File: src/rtl/e15_pkg.sv
// Shared definitions for the E15 run controller: widths, opcodes, FSM states
// and halt-cause codes.
package e15_pkg;
    localparam int PC_W    = 4;
    localparam int INSTR_W = 12;

    localparam logic [3:0] OP_JMP  = 4'b0000;
    localparam logic [3:0] OP_MOVI = 4'b1001;
    localparam logic [3:0] OP_ADDI = 4'b1011;

    typedef enum logic [2:0] {
        ST_IDLE,
        ST_CLR,
        ST_RUN,
        ST_STEP,
        ST_HALT
    } state_t;

    typedef enum logic [1:0] {
        CAUSE_CMD   = 2'd0,
        CAUSE_BP    = 2'd1,
        CAUSE_LOOP  = 2'd2,
        CAUSE_LIMIT = 2'd3
    } cause_t;
endpackage

File: src/rtl/e15_rom_loader.sv
// Host-side ROM write port: valid/ready handshake with a registered one-cycle
// write strobe and captured address/data.
module e15_rom_loader #(
    parameter int PC_W    = 4,
    parameter int INSTR_W = 12
) (
    input  logic               clk,
    input  logic               rst_n,
    input  logic               canLoad,
    input  logic               ld_valid,
    input  logic [PC_W-1:0]    ld_addr,
    input  logic [INSTR_W-1:0] ld_data,
    output logic               ld_ready,
    output logic               accepted,
    output logic               rom_we,
    output logic [PC_W-1:0]    rom_waddr,
    output logic [INSTR_W-1:0] rom_wdata
);
    assign ld_ready = canLoad;
    assign accepted = ld_valid & canLoad;

    always_ff @(posedge clk or negedge rst_n) begin
        if (!rst_n) begin
            rom_we    <= 1'b0;
            rom_waddr <= '0;
            rom_wdata <= '0;
        end else begin
            rom_we <= accepted;
            if (accepted) begin
                rom_waddr <= ld_addr;
                rom_wdata <= ld_data;
            end
        end
    end
endmodule

File: src/rtl/e15_run_ctrl.sv
// Run/step/halt sequencer for the E15 core: gates instruction commit, clears
// the PC at program start and records why execution stopped.
module e15_run_ctrl #(
    parameter int PC_W    = e15_pkg::PC_W,
    parameter int INSTR_W = e15_pkg::INSTR_W,
    parameter int CYC_W   = 8
) (
    input  logic               clk,
    input  logic               rst_n,
    input  logic               ld_valid,
    output logic               ld_ready,
    input  logic [PC_W-1:0]    ld_addr,
    input  logic [INSTR_W-1:0] ld_data,
    output logic               rom_we,
    output logic [PC_W-1:0]    rom_waddr,
    output logic [INSTR_W-1:0] rom_wdata,
    input  logic               cmd_run,
    input  logic               cmd_step,
    input  logic               cmd_halt,
    input  logic               bp_en,
    input  logic [PC_W-1:0]    bp_addr,
    input  logic [PC_W-1:0]    core_pc,
    input  logic [3:0]         core_opcode,
    input  logic [3:0]         core_imm,
    output logic               core_en,
    output logic               core_pc_clr,
    output logic               busy,
    output logic               halted,
    output logic [1:0]         halt_cause,
    output logic [CYC_W-1:0]   cyc_cnt
);
    import e15_pkg::*;

    localparam logic [CYC_W-1:0] CYC_MAX  = '1;
    localparam logic [CYC_W-1:0] CYC_LAST = {{(CYC_W-1){1'b1}}, 1'b0};

    state_t           state, nextState;
    cause_t           causeQ, causeD;
    logic             pendStep, pendStepD;
    logic             resumeSkip, resumeSkipD;
    logic             clrCnt;
    logic             canLoad, accepted;
    logic             selfLoop, bpHit;
    logic [CYC_W-1:0] cycQ;

    assign canLoad  = (state == ST_IDLE) || (state == ST_HALT);
    assign selfLoop = (core_opcode == OP_JMP) && (core_imm == 4'd0);
    assign bpHit    = bp_en && (core_pc == bp_addr) && !resumeSkip;

    e15_rom_loader #(.PC_W(PC_W), .INSTR_W(INSTR_W)) uLoader (
        .clk       (clk),
        .rst_n     (rst_n),
        .canLoad   (canLoad),
        .ld_valid  (ld_valid),
        .ld_addr   (ld_addr),
        .ld_data   (ld_data),
        .ld_ready  (ld_ready),
        .accepted  (accepted),
        .rom_we    (rom_we),
        .rom_waddr (rom_waddr),
        .rom_wdata (rom_wdata)
    );

    always_comb begin
        nextState   = state;
        causeD      = causeQ;
        pendStepD   = pendStep;
        resumeSkipD = resumeSkip;
        clrCnt      = 1'b0;
        core_en     = 1'b0;
        core_pc_clr = 1'b0;
        case (state)
            ST_IDLE: begin
                if (cmd_step) begin
                    nextState = ST_CLR;
                    pendStepD = 1'b1;
                end else if (cmd_run) begin
                    nextState = ST_CLR;
                    pendStepD = 1'b0;
                end
            end
            ST_CLR: begin
                core_pc_clr = 1'b1;
                clrCnt      = 1'b1;
                resumeSkipD = 1'b0;
                nextState   = pendStep ? ST_STEP : ST_RUN;
            end
            ST_RUN: begin
                // Stops are evaluated before the commit so the stopping
                // instruction is left for the next run/step.
                if (cmd_halt) begin
                    nextState = ST_HALT;
                    causeD    = CAUSE_CMD;
                end else if (selfLoop) begin
                    nextState = ST_HALT;
                    causeD    = CAUSE_LOOP;
                end else if (bpHit) begin
                    nextState = ST_HALT;
                    causeD    = CAUSE_BP;
                end else if (cycQ == CYC_MAX) begin
                    nextState = ST_HALT;
                    causeD    = CAUSE_LIMIT;
                end else begin
                    core_en     = 1'b1;
                    resumeSkipD = 1'b0;
                    if (cycQ == CYC_LAST) begin
                        nextState = ST_HALT;
                        causeD    = CAUSE_LIMIT;
                    end
                end
            end
            ST_STEP: begin
                core_en     = 1'b1;
                resumeSkipD = 1'b0;
                nextState   = ST_HALT;
                causeD      = CAUSE_CMD;
            end
            ST_HALT: begin
                // A fresh program load forces the next run to restart at PC 0.
                if (accepted) begin
                    nextState = ST_IDLE;
                end else if (cmd_step) begin
                    nextState = ST_STEP;
                end else if (cmd_run) begin
                    nextState   = ST_RUN;
                    resumeSkipD = 1'b1;
                end
            end
            default: nextState = ST_IDLE;
        endcase
    end

    always_ff @(posedge clk or negedge rst_n) begin
        if (!rst_n) begin
            state      <= ST_IDLE;
            causeQ     <= CAUSE_CMD;
            pendStep   <= 1'b0;
            resumeSkip <= 1'b0;
            cycQ       <= '0;
        end else begin
            state      <= nextState;
            causeQ     <= causeD;
            pendStep   <= pendStepD;
            resumeSkip <= resumeSkipD;
            if (clrCnt)
                cycQ <= '0;
            else if (core_en && cycQ != CYC_MAX)
                cycQ <= cycQ + 1'b1;
        end
    end

    assign busy       = (state == ST_CLR) || (state == ST_RUN) || (state == ST_STEP);
    assign halted     = (state == ST_HALT);
    assign halt_cause = causeQ;
    assign cyc_cnt    = cycQ;
endmodule

File: config.mk
export PLATFORM = sky130hd
export DESIGN_NAME = e15_run_ctrl
export DESIGN_NICKNAME = d
export VERILOG_FILES = /design/src/rtl/e15_pkg.sv /design/src/rtl/e15_rom_loader.sv /design/src/rtl/e15_run_ctrl.sv
export SDC_FILE = /design/constraint.sdc
export NUM_CORES = 1
export LEC_CHECK = 0
export CAP_MARGIN = 20
export CORE_MARGIN = 2
export CORE_UTILIZATION = 42
export CTS_CLUSTER_DIAMETER = 120
export DETAILED_ROUTE_END_ITERATION = 10
export GPL_ROUTABILITY_DRIVEN = 0
export PLACE_DENSITY = 0.79
export SLEW_MARGIN = 5
export SYNTH_ARGS = -nofsm -noshare
export SYNTH_HDL_FRONTEND = slang
export SYNTH_HIERARCHICAL = 1
export SYNTH_SLANG_ARGS = --single-unit
File: constraint.sdc
create_clock -name clk -period 2.2 [get_ports clk]
set_input_delay 0.44 -clock clk [delete_from_list [all_inputs] [get_ports clk]]
set_output_delay 0.44 -clock clk [all_outputs]
set_load 0.05 [all_outputs]
==> summary.txt <==
Routing
  • Antenna viol nets, final: 0
  • Vias post-DR: 1,457
  • Number of remaining DRC errors: 0
  • Wire per inst: 13.9 um
  • Initial drt markers: 42
  • Drt total wl: 3.97 mm
  • Via-per-instance ratio: 5.11
  • Initial DRT Pass Iterations: 4

Power and ir drop
  • Int Power: 2.16 mW
  • Worst VDD drop: 0.000990 V
  • Sw Ratio: 0.449
  • Logic pwr share: 0.582
  • Clock share of power: 0.155
  • Leakage: 1.21 nW
  • P_sw: 1.76 mW
  • Sequential share of power: 0.263
  • Power per cell area: 1470 nW/um2

Synthesis
  • Post-synth top flop: dfrtp_1
  • Post-Syn Area per Cell: 11.4 um2
  • Synth warnings: 6
  • Syn Nets: 190
  • Synthesized flop and latch total: 32
  • EDFF count, synth: 0
  • Post-Syn Area: 1700 um2
  • Distinct cells, synth: 46
  • FFs w/ async S/R, synth: 1.00
  • Post-Synthesis Cells: 149
  • Post-synthesis sequential area ratio: 0.471

Clocking
  • Total CTS buffers: 5
  • H-tree depth: 2
  • Root buffer cell: clkbuf_8
  • Sink Count: 32
  • Longest Clk Path Bufs: 2
  • Clk pin slew, worst setup/hold paths: 0.06 ns
  • CTS tree: built
  • Worst-Skew Late Latency: 0.28 ns
  • Hold-fix buffers at CTS: 0

Placement
  • Detailed Place HPWL: 2.89 mm
  • DP Worst Slack: -0.319 ns
  • IO buf count: 70

Critical path
  • Crit path kind: primary input to output pin
  • Worst-path maximum fanout: 2
  • Slowest CP cell: or4_4
  • Crit end category: output pin
  • CP delay by family, top: simple AND/OR/NAND/NOR gates
  • Critical Path RT: 1.76 ns
  • Worst path buffer plus inverter count: 2
  • Critical Path Start Type: primary input
  • Worst path cell trace: dlygate4sd2_1, or4_4, o21bai_4, a31oi_4, a21oi_2, nor2_2, buf_6
  • Critical Path AT: 1.76 ns
  • Max stage delay on crit path: 0.50 ns

Floorplan
  • Row cnt: 23
  • Die Span Y: 67.6 um
  • Ports: 71
  • Starting density of the core: 0.431
  • Die area: 4570 um2
  • Die span in x: 67.6 um
  • Core ar.: 3940 um2

Flow run
  • Max-cap violations: 0

GRT
  • First-pass GRT wire length: 6.35 mm
  • Vias in the first global route: 1,480
  • Remaining global-route overflow: 0
  • Initial antenna violation count: 0
  • Largest net degree at the start of global routing: 33
  • All-layer global routing usage: 0.189

STA
  • Hold Vio Cnt, Final: 0
  • Final min period: 2.20 ns
  • Slew margin rel.: 0.650
  • Setup ws final: 0.000270 ns
  • Setup-failing EPs final: 0
  • Fmax: 455 MHz
  • Final Max Tran Viols: 0
  • Clock skew: 0.00266 ns
  • RSZ-0062 raised after global routing: true
  • Fin Setup TNS: 0 ns
  • Worst-margin pin slew: 0.523 ns
  • Crit share post-route: 1.00

Cells and area
  • Share of layout cells above drive strength 1: 0.251
  • Commonest non-fill, non-tap cell in the layout: clkdlybuf4s50_1
  • Most frequent cells in the layout: clkdlybuf4s50_1, dfrtp_1, buf_4
  • Antenna diodes: 0
  • Layout Nets: 275
  • Area grow syn2layout: 57.2%

Status
  • Outcome: finished, final reports clean

Hold path
  • Hold crit path type: register to register
==> worst paths after layout <==
check                      depth (start not counted)                 start  slack, ns              endpoint
hold / removal                                     1  uLoader/rom_waddr[3]       0.51  uLoader/rom_waddr[3]
min in group asynchronous                          2                 rst_n       0.55  uLoader/rom_wdata[9]
setup reg to reg                                   7              state[0]       0.37              state[0]
setup / recovery                                   7           core_imm[3]     0.0003               core_en
hold reg to reg                                    1  uLoader/rom_waddr[3]       0.51  uLoader/rom_waddr[3]
max in group asynchronous                          2                 rst_n       1.35              state[0]
==> repair_timing <==
item                       CTS  global route
pin swaps                    6             2
setup endpoints to repair    1             2
buffers inserted             3             0
resized for setup           25             2
==> final cells by class <==
cell class	instances	area, um2
Clock buffer	7	96.3
Clock inverter	1	30.0
Fill cell	316	1270
Inverter	9	35.0
Multi-Input combinational cell	103	831
Sequential cell	32	802
Tap cell	50	62.6
Timing Repair Buffer	83	815
==> Yosys cell counts, types with 2 or more instances <==
cell / count / area [um2]
dfrtp_1: 32 / 801
nand2_1: 13 / 48.8
nor2_1: 11 / 41.3
mux2_4: 9 / 135
mux2i_1: 8 / 80.1
mux2_2: 7 / 78.8
inv_1: 6 / 22.5
nand4_1: 6 / 37.5
a21oi_1: 4 / 20.0
nand2b_1: 4 / 25.0
a31oi_1: 3 / 18.8
nand3_1: 3 / 15.0
nor3_1: 3 / 15.0
a22o_1: 2 / 17.5
ha_1: 2 / 25.0
inv_2: 2 / 7.51
nor2b_1: 2 / 12.5
o31ai_1: 2 / 15.0
or3_1: 2 / 12.5
or4_4: 2 / 22.5
==> worst reg2reg max path, cell delays in order (launching register included) <==
cell and delay, ns:
dfrtp_2 0.49, nor2_1 0.42, nand2_4 0.11, inv_1 0.16
nand2_1 0.09, a21oi_1 0.18, a31oi_1 0.06, a211oi_1 0.22
==> per-layer routing <==
metal	part of all wire	global-route usage	wire length [um]
met1	0.42	0.218	1650
met2	0.44	0.299	1760
met3	0.12	0.0933	495
met4	0.016	0.0791	63
met5	0	0	0
==> cell families after synthesis <==
| kind of cell | synth area share |
|---|---|
| xor gates and xnor gates | 0.00516 |
| DFF | 0.471 |
| muxes | 0.173 |
| adders and majority gates | 0.0147 |
| and+or+nand+nor | 0.172 |
| AOI/OAI and AO/OA | 0.110 |
| buffers and inverters | 0.0530 |
==> through the flow <==
stage / cell area, um2 / power, mW / std cells / hold slack [ns] / utilization
3_5_place_dp: 2510 / 3.30 / 274 / 0.492 / 0.636
2_1_floorplan: 1700 / 2.54 / 149 / 0.144 / -
6_report: 2670 / 3.92 / 285 / 0.507 / 0.678
4_1_cts: 2670 / 3.95 / 285 / 0.508 / 0.677
5_1_grt: 2670 / 4.13 / 285 / 0.528 / 0.678
3_3_place_gp: 2510 / 3.28 / 274 / 0.486 / 0.636
==> flip-flops by register name (all words and copies together), names as in the netlist <==
signal,count
uLoader/rom_waddr,4
resumeSkip,1
pendStep,1
uLoader/rom_we,1
uLoader/rom_wdata,12
cyc_cnt,8
halt_cause,2
state,3
==> power groups by stage <==
stage | Sequential, mW | Clock (mW) | Combinational (mW)
2_1_floorplan | 1.65 | 0 | 0.892
3_3_place_gp | 1.02 | 0 | 2.26
3_5_place_dp | 1.02 | 0 | 2.28
4_1_cts | 1.03 | 0.623 | 2.30
5_1_grt | 1.06 | 0.656 | 2.41
6_report | 1.03 | 0.608 | 2.28
Power figures use the tool's default switching activity.
